## config.mk

```make
export PLATFORM = sky130hd
export DESIGN_NAME = pc_sequencer_flat
export DESIGN_NICKNAME = d
export VERILOG_FILES = /design/src/rtl/pc_sequencer_if.sv /design/src/rtl/pc_sequencer.sv /design/src/flat_wrapper.sv
export SDC_FILE = /design/constraint.sdc
export NUM_CORES = 1
export LEC_CHECK = 0
export CAP_MARGIN = 10
export CORE_UTILIZATION = 35
export DETAILED_ROUTE_END_ITERATION = 16
export GPL_ROUTABILITY_DRIVEN = 1
export PLACE_DENSITY = 0.62
export SYNTH_ARGS = -nofsm -noshare
export SYNTH_HDL_FRONTEND = slang
export SYNTH_SLANG_ARGS = --single-unit
```

## constraint.sdc

```tcl
create_clock -name i_clk -period 4.26 [get_ports i_clk]
set_clock_uncertainty 0.1 [all_clocks]
set_input_delay 0.639 -clock i_clk [delete_from_list [all_inputs] [get_ports i_clk]]
set_output_delay 0.639 -clock i_clk [all_outputs]
set_load 0.05 [all_outputs]
```

## src/rtl/pc_sequencer_if.sv

```systemverilog
// Fetch-stage control bundle between the control decoder (master) and the
// program-counter sequencer (slave).
interface pc_sequencer_if #(
  parameter int ADDR_W      = 13,
  parameter int STACK_DEPTH = 8,
  parameter int OFF_W       = 8
);
  localparam int DEPTH_W = $clog2(STACK_DEPTH + 1);

  logic                stall;
  logic [2:0]          op;
  logic [ADDR_W-1:0]   target;
  logic [OFF_W-1:0]    offset;
  logic                clrErr;
  logic [ADDR_W-1:0]   pc;
  logic [ADDR_W-1:0]   stackTop;
  logic [DEPTH_W-1:0]  depth;
  logic                full;
  logic                empty;
  logic                overflow;
  logic                underflow;

  modport master (
    output stall, op, target, offset, clrErr,
    input  pc, stackTop, depth, full, empty, overflow, underflow
  );

  modport slave (
    input  stall, op, target, offset, clrErr,
    output pc, stackTop, depth, full, empty, overflow, underflow
  );
endinterface

```

## src/rtl/pc_sequencer.sv

```systemverilog
// Program-counter sequencer with a hardware call/return stack and sticky
// overflow/underflow flags. Define PCSEQ_REL_BRANCH_EN to enable relative branches.
module pc_sequencer #(
  parameter int                ADDR_W      = 13,
  parameter int                STACK_DEPTH = 8,
  parameter int                OFF_W       = 8,
  parameter logic [ADDR_W-1:0] RESET_VEC   = '0
) (
  input logic          i_clk,
  input logic          i_rst,
  pc_sequencer_if.slave bus
);
  localparam int DEPTH_W = $clog2(STACK_DEPTH + 1);
  localparam int IDX_W   = (STACK_DEPTH > 1) ? $clog2(STACK_DEPTH) : 1;

  typedef enum logic [2:0] {
    OP_HOLD   = 3'b000,
    OP_INC    = 3'b001,
    OP_JMP    = 3'b010,
    OP_BRANCH = 3'b011,
    OP_CALL   = 3'b100,
    OP_RET    = 3'b101
  } op_e;

  logic [ADDR_W-1:0]  pc_q, pc_d;
  logic [DEPTH_W-1:0] depth_q, depth_d;
  logic               overflow_q, overflow_d;
  logic               underflow_q, underflow_d;
  logic [ADDR_W-1:0]  stack_q [STACK_DEPTH];

  logic               full, empty, push;
  logic [IDX_W-1:0]   topIdx, pushIdx;
  logic [ADDR_W-1:0]  pcInc, stackTop;

  assign full     = (depth_q == DEPTH_W'(STACK_DEPTH));
  assign empty    = (depth_q == '0);
  assign topIdx   = IDX_W'(depth_q - DEPTH_W'(1));
  assign pushIdx  = IDX_W'(depth_q);
  assign pcInc    = pc_q + ADDR_W'(1);
  assign stackTop = empty ? '0 : stack_q[topIdx];

`ifdef PCSEQ_REL_BRANCH_EN
  logic [ADDR_W-1:0] offExt;
  assign offExt = ADDR_W'($signed(bus.offset));
`else
  // Offset is deliberately ignored when relative branches are compiled out.
  logic unusedOffset;
  assign unusedOffset = ^bus.offset;
`endif

  always_comb begin
    pc_d        = pc_q;
    depth_d     = depth_q;
    push        = 1'b0;
    overflow_d  = overflow_q & ~bus.clrErr;
    underflow_d = underflow_q & ~bus.clrErr;
    if (!bus.stall) begin
      case (bus.op)
        OP_INC: pc_d = pcInc;
        OP_JMP: pc_d = bus.target;
`ifdef PCSEQ_REL_BRANCH_EN
        OP_BRANCH: pc_d = pc_q + offExt;
`else
        OP_BRANCH: pc_d = pcInc;
`endif
        OP_CALL: begin
          if (full) begin
            overflow_d = 1'b1;
          end else begin
            push    = 1'b1;
            depth_d = depth_q + DEPTH_W'(1);
            pc_d    = bus.target;
          end
        end
        OP_RET: begin
          if (empty) begin
            underflow_d = 1'b1;
          end else begin
            pc_d    = stackTop;
            depth_d = depth_q - DEPTH_W'(1);
          end
        end
        default: pc_d = pc_q;
      endcase
    end
  end

  always_ff @(posedge i_clk or posedge i_rst) begin
    if (i_rst) begin
      pc_q        <= RESET_VEC;
      depth_q     <= '0;
      overflow_q  <= 1'b0;
      underflow_q <= 1'b0;
    end else begin
      pc_q        <= pc_d;
      depth_q     <= depth_d;
      overflow_q  <= overflow_d;
      underflow_q <= underflow_d;
    end
  end

  // Storage is not reset; an empty stack masks stale contents on stackTop.
  always_ff @(posedge i_clk) begin
    if (push) begin
      stack_q[pushIdx] <= pcInc;
    end
  end

  assign bus.pc        = pc_q;
  assign bus.depth     = depth_q;
  assign bus.stackTop  = stackTop;
  assign bus.full      = full;
  assign bus.empty     = empty;
  assign bus.overflow  = overflow_q;
  assign bus.underflow = underflow_q;
endmodule

```

## src/flat_wrapper.sv

```systemverilog
// flat-port wrapper written by rule: the top's interface ports become plain ports
module pc_sequencer_flat 
#(
  parameter int                ADDR_W      = 13,
  parameter int                STACK_DEPTH = 8,
  parameter int                OFF_W       = 8,
  parameter logic [ADDR_W-1:0] RESET_VEC   = '0
)
  (i_clk, i_rst, bus_stall, bus_op, bus_target, bus_offset, bus_clrErr, bus_pc, bus_stackTop, bus_depth, bus_full, bus_empty, bus_overflow, bus_underflow);
  pc_sequencer_if #(.ADDR_W(ADDR_W), .STACK_DEPTH(STACK_DEPTH), .OFF_W(OFF_W)) bus_i ();
  input logic i_clk;
  input logic i_rst;
  input wire logic [$bits(bus_i.stall)-1:0] bus_stall;
  input wire logic [$bits(bus_i.op)-1:0] bus_op;
  input wire logic [$bits(bus_i.target)-1:0] bus_target;
  input wire logic [$bits(bus_i.offset)-1:0] bus_offset;
  input wire logic [$bits(bus_i.clrErr)-1:0] bus_clrErr;
  output wire logic [$bits(bus_i.pc)-1:0] bus_pc;
  output wire logic [$bits(bus_i.stackTop)-1:0] bus_stackTop;
  output wire logic [$bits(bus_i.depth)-1:0] bus_depth;
  output wire logic [$bits(bus_i.full)-1:0] bus_full;
  output wire logic [$bits(bus_i.empty)-1:0] bus_empty;
  output wire logic [$bits(bus_i.overflow)-1:0] bus_overflow;
  output wire logic [$bits(bus_i.underflow)-1:0] bus_underflow;
  assign bus_i.stall = bus_stall;
  assign bus_i.op = bus_op;
  assign bus_i.target = bus_target;
  assign bus_i.offset = bus_offset;
  assign bus_i.clrErr = bus_clrErr;
  assign bus_pc = bus_i.pc;
  assign bus_stackTop = bus_i.stackTop;
  assign bus_depth = bus_i.depth;
  assign bus_full = bus_i.full;
  assign bus_empty = bus_i.empty;
  assign bus_overflow = bus_i.overflow;
  assign bus_underflow = bus_i.underflow;
  pc_sequencer #(.ADDR_W(ADDR_W), .STACK_DEPTH(STACK_DEPTH), .OFF_W(OFF_W), .RESET_VEC(RESET_VEC)) u_core (.i_clk(i_clk), .i_rst(i_rst), .bus(bus_i));
endmodule
```

# Word-level counts from Yosys, hierarchy flattened
# Memory sizes are Yosys's and may differ from the RTL's.
# Cells that the tools add are included.
# W data, S select, Z words.
totals:
  register_bits: 19
  ram_bits: 104
  in_bits: 28
  elab_cells: 44
  memories: 1
classes:
  n_addsub: 3
  eq_ne: 8
  muxes: 18
  bitwise_logic: 4
  n_reduce_logical: 6
memory_table:
  columns: ["name", "depth", "width", "rd", "rd_clocked_by_memory_dff", "wr", "line_no", "text"]
  rows:
  - ["u_core.stack_q", 8, 13, 1, 0, 1, "pc_sequencer.sv:29", "logic [ADDR_W-1:0] stack_q [STACK_DEPTH];"]
op_table:
  columns: ["op", "count"]
  rows:
  - ["$pmux W13 S4", 1]
  - ["$mux W13", 3]
  - ["$add A13 B1 Y13 const B", 1]
  - ["$mux W1", 11]
  - ["$mux W4", 2]
  - ["$pmux W4 S2", 1]
  - ["$reduce_and A4 Y1", 2]
  - ["$eq A3 B2 Y1 const B", 2]
  - ["$eq A3 B3 Y1 const B", 2]
  - ["$add A4 B1 Y4 const B", 1]
  - ["$eq A4 B4 Y1 const B", 1]
  - ["$logic_not A4 Y1", 1]
  - ["$ne A2 B2 Y1 const B", 2]
  - ["$reduce_bool A4 Y1", 1]
  - ["$sub A4 B1 Y4 const B", 1]
  - ["$eq A3 B1 Y1 const B", 1]
  - ["$and A1 B1 Y1", 2]
  - ["$not A1 Y1", 2]
  - ["$reduce_bool A2 Y1", 1]
  - ["$reduce_or A2 Y1", 1]

# Logic depth before layout (Yosys ltp)
logic_depth:
  word_depth: 6
  mapped_depth: 11
  depth_no_buf: 8

# Worst setup path after synthesis
# OpenSTA, ideal clock, no wires.
synth_path:
  kind: "register to output"
  startpoint: "register u_core.depth_q[0] (netlist: u_core.bus.depth[0])"
  endpoint: "output bus_stackTop[10]"
  arrival_ns: 3.261
  setup_slack_ns: 0.260
  stages_incl_launch_ff: 10
  n_path_buf: 4
  path_cell_list: "dfrtp_1 -> buf_2 -> buf_2 -> inv_2 -> ha_1 -> buf_6 -> or3b_2 -> inv_1 -> buf_1 -> a21oi_1"
synth_between:
  word_cells_on_any_way: 4
synth_rtl:
  columns: ["element", "line_no", "text"]
  rows:
  - ["start, declared", "pc_sequencer.sv:26", "logic [DEPTH_W-1:0] depth_q, depth_d;"]
  - ["start signal, assigned", "pc_sequencer.sv:96", "depth_q <= depth_d;"]
  - ["$logic_not A4 Y1", "pc_sequencer.sv:36", "assign empty = (depth_q == '0);"]
  - ["named net bus_empty", "flat_wrapper.sv:22", "output wire logic [$bits(bus_i.empty)-1:0] bus_empty;"]
  - ["$mux W13", "pc_sequencer.sv:40", "assign stackTop = empty ? '0 : stack_q[topIdx];"]
  - ["end, declared", "flat_wrapper.sv:19", "output wire logic [$bits(bus_i.stackTop)-1:0] bus_stackTop;"]
# The timed path passes the listed nets, and every way through them passes these cells.

# Worst setup path in the final report
layout_path:
  startpoint: "register u_core.depth_q[1] (netlist: u_core.bus.depth[1])"
  endpoint: "output bus_stackTop[0]"
layout_between:
  elab_chain_len: 3
  word_cells_on_any_way: 4
layout_lines:
  columns: ["element", "line_no", "text"]
  rows:
  - ["$sub A4 B1 Y4", "pc_sequencer.sv:37", "assign topIdx = IDX_W'(depth_q - DEPTH_W'(1));"]
  - ["$mem_v2 Z8 W13", null, null]
  - ["$mux W13 *", "pc_sequencer.sv:40", null]
# Mark *: on every way between the ends. The rest lies on a longest branch, timed or not.

==> flow_summary_export.csv <==
group,metric,value,unit
status,status,"complete, but fails checks",
status,violations,"DRC",
clock_tree,cts_num_sinks,123,
final_layout,nets,458,
hold_path,holdCritStartpoint,"u_core.bus.overflow",
hold_path,hp-class,"reg -> reg",
synthesis,syn_area,5410,um2
routing,routed_wl,13.6,mm
worst_setup_path,r2r_end,"u_core.bus.pc[12]",
sta,fin_crit_sh,0.908,
routing,drtAntennaViolNets,0,
placement,place_ws,0.822,ns
routing,dr.pass1.iters,11,
clock_tree,insertion_delay,0.42,ns
worst_setup_path,required,3.52,ns
worst_setup_path,worst-path-max-fanout,21,
floorplanning,die_h,126,um
final_layout,area_delta_synth_final,25.5,%
worst_setup_path,cp-end-kind,"output port",
hold_path,min_to,"u_core.bus.overflow",
power_and_ir_drop,p_clk_frac,0.225,
clock_tree,cts.htree.levels,4,
worst_setup_path,r2r_setup_slack,0.98,ns
sta,worst_slew_pin_slew,1.12,ns
power_and_ir_drop,p_int,3.47,mW
power_and_ir_drop,power,5.88,mW
clock_tree,cts_made_buffers,17,
clock_tree,cts.clk_slew.worst_paths,0.06,ns
synthesis,netlist-cell-type-count,48,
placement,dp_hpwl,8.50,mm
routing,wl_per_cell,21.6,um
sta,fin_setup_tns,0,ns
clock_tree,cts_tree,"built",
synthesis,ys_seq_elements,123,
global_route,grt_max_degree,30,
floorplanning,initial_core_util,0.357,
routing,viasPerCell,5.49,
synthesis,synth_common_cells,"edfxtp_1, nor2_1, nand2_1",
synthesis,ys.flop_type,"edfxtp_1",
floorplanning,die_x,126,um
clock_tree,post_cts_buffers,0,
floorplanning,die_area,15900,um2
routing,initialDrtViolationCount,337,
placement,io_buffers,53,
sta,setup_viol,0,
worst_setup_path,reg2reg_from,"u_core.bus.depth[1]",
power_and_ir_drop,seq_power_share,0.280,
final_layout,diodes,0,
floorplanning,rows,45,
global_route,grt.total_usage,0.185,
routing,drc,2,
synthesis,synth-edff-count,104,
worst_setup_path,arrival,3.13,ns
final_layout,drive_gt1_frac,0.182,
synthesis,ys_seq_area_frac,0.666,
synthesis,synthTopCellsByArea,"edfxtp_1, mux4_2, dfrtp_1",
global_route,antenna_found_initial,0,
floorplanning,fp.coreArea,15100,um2
power_and_ir_drop,p_switching,2.41,mW
sta,rsz0062_at_grt,"no",
synthesis,syn_inst,358,
power_and_ir_drop,comb_power_share,0.494,
sta,maxSlewViolCount,0,
floorplanning,io_pins,62,
worst_setup_path,worstSetupPathType,"reg -> out",
synthesis,synth_top_cell_area_share,0.578,
sta,fin_ws,0.394,ns
clock_tree,clockRootBuffer,"clkbuf_16",
sta,slew-limit-headroom,0.252,
routing,num_vias,3449,
global_route,grt_remaining_overflow,0,
clock_tree,clock_path_buffers,2,
synthesis,async_flop_share,0.154,
hold_path,hold_depth,2,
global_route,grt_pass1_vias,3365,
run,maxCapViolations,0,
power_and_ir_drop,p_leak,2.37,nW
synthesis,synth.most_common_cell,"edfxtp_1",
sta,clock.fmax,259,MHz
synthesis,synth_nets,389,
power_and_ir_drop,p_per_area,867,nW/um2
sta,fin_crit,3.87,ns
clock_tree,cts_hold_buf,0,
synthesis,avgSynthCellArea,15.1,um2
worst_setup_path,crit_start,"u_core.bus.depth[1]",
worst_setup_path,critPathLaunchType,"flop",
placement,place.gp.congestion,0.801,
clock_tree,ctsResizeCount,0,
global_route,grt_pass1_wl,21.0,mm
sta,hold_violations,0,
synthesis,yosysWarnings,0,
worst_setup_path,rr_worst_depth,8,
synthesis,synth_top_area_cell,"edfxtp_1",
power_and_ir_drop,ir_drop,545,uV
power_and_ir_drop,p_sw_frac,0.410,
## final cells by class
type,count,area (um2)
clock buffer,18,429
clock inverter,14,110
fill,1286,8360
inverter,10,37.5
multi-input combinational,208,1680
sequential,123,3600
tap,188,235
timing repair buffer,67,688
## logic make-up (layout without fill, tap and decap cells)
| group | Yosys count | in the layout | synth area share |
|---|---|---|---|
| DFF | 123 | 123 | 0.666 |
| buffers and inverters | 27 | 109 | 0.0248 |
| xor gates and xnor gates | 18 | 18 | 0.0305 |
| and+or+nand+nor | 97 | 97 | 0.0824 |
| AOI/OAI and AO/OA | 58 | 58 | 0.0736 |
| adders and majority gates | 3 | 3 | 0.00694 |
| muxes | 32 | 32 | 0.116 |
## how the worst max path moves through the flow
stage | cells past startpoint | to | slack [ns]
global placement | 8 | bus_stackTop[8] | 0.81
floorplan | 9 | bus_stackTop[10] | 0.26
detailed placement | 8 | bus_stackTop[8] | 0.82
global route | 8 | bus_stackTop[0] | 0.19
CTS | 8 | bus_stackTop[8] | 0.36
finish | 8 | bus_stackTop[0] | 0.39
## power by group through the flow
stage | clock network (mW) | logic, mW | registers [mW]
floorplan | 0 | 1.77 | 1.82
global placement | 0 | 2.90 | 1.66
detailed placement | 0 | 2.92 | 1.67
CTS | 1.34 | 2.93 | 1.65
global route | 1.40 | 3.07 | 1.66
finish | 1.33 | 2.91 | 1.65
## cells in the final DEF, fill, tap and decap left out, types with 7 or more instances in the layout
cell             count
a31oi_1              7
nand2_1             30
inv_1                9
clkbuf_16           17
a21oi_1             18
buf_12               7
mux4_2              22
clkinv_1             8
edfxtp_1           104
nor2_1              35
clkdlybuf4s50_1     39
xnor2_1             12
mux2i_1              8
dfrtp_1             19
buf_4               21
## routing by layer
layer	vias to the layer above	wire length, um	part of all wire	GRT usage
li1	1533	-	-	-
met1	1748	6110	0.45	0.262
met2	150	6230	0.46	0.265
met3	18	1010	0.075	0.0599
met4	0	219	0.016	0.0723
met5	-	0	0	0
## metrics by stage
stage	instances	util	hold WS (ns)	area, um2
after floorplan	358	-	0.490	5410
after global placement	596	0.412	0.426	6240
after detailed placement	596	0.412	0.431	6240
after CTS	628	0.448	0.439	6780
after global routing	628	0.448	0.445	6780
final	628	0.448	0.432	6780
## critical path, cell delays in order, from the launching register on
cell and delay (ns):
dfrtp_1 0.50, inv_1 0.15, ha_1 0.35, xor2_2 0.15
buf_4 0.39, mux4_1 0.62, mux2i_1 0.20, nor2_1 0.09
buf_4 0.24
## sequential cells by signal, indices dropped and copies added, names as in the netlist
| signal | cells |
|---|---|
| u_core.bus.pc | 13 |
| u_core.stack_q | 104 |
| u_core.bus.underflow | 1 |
| u_core.bus.depth | 4 |
| u_core.bus.overflow | 1 |
Power figures use the tool's default switching activity.
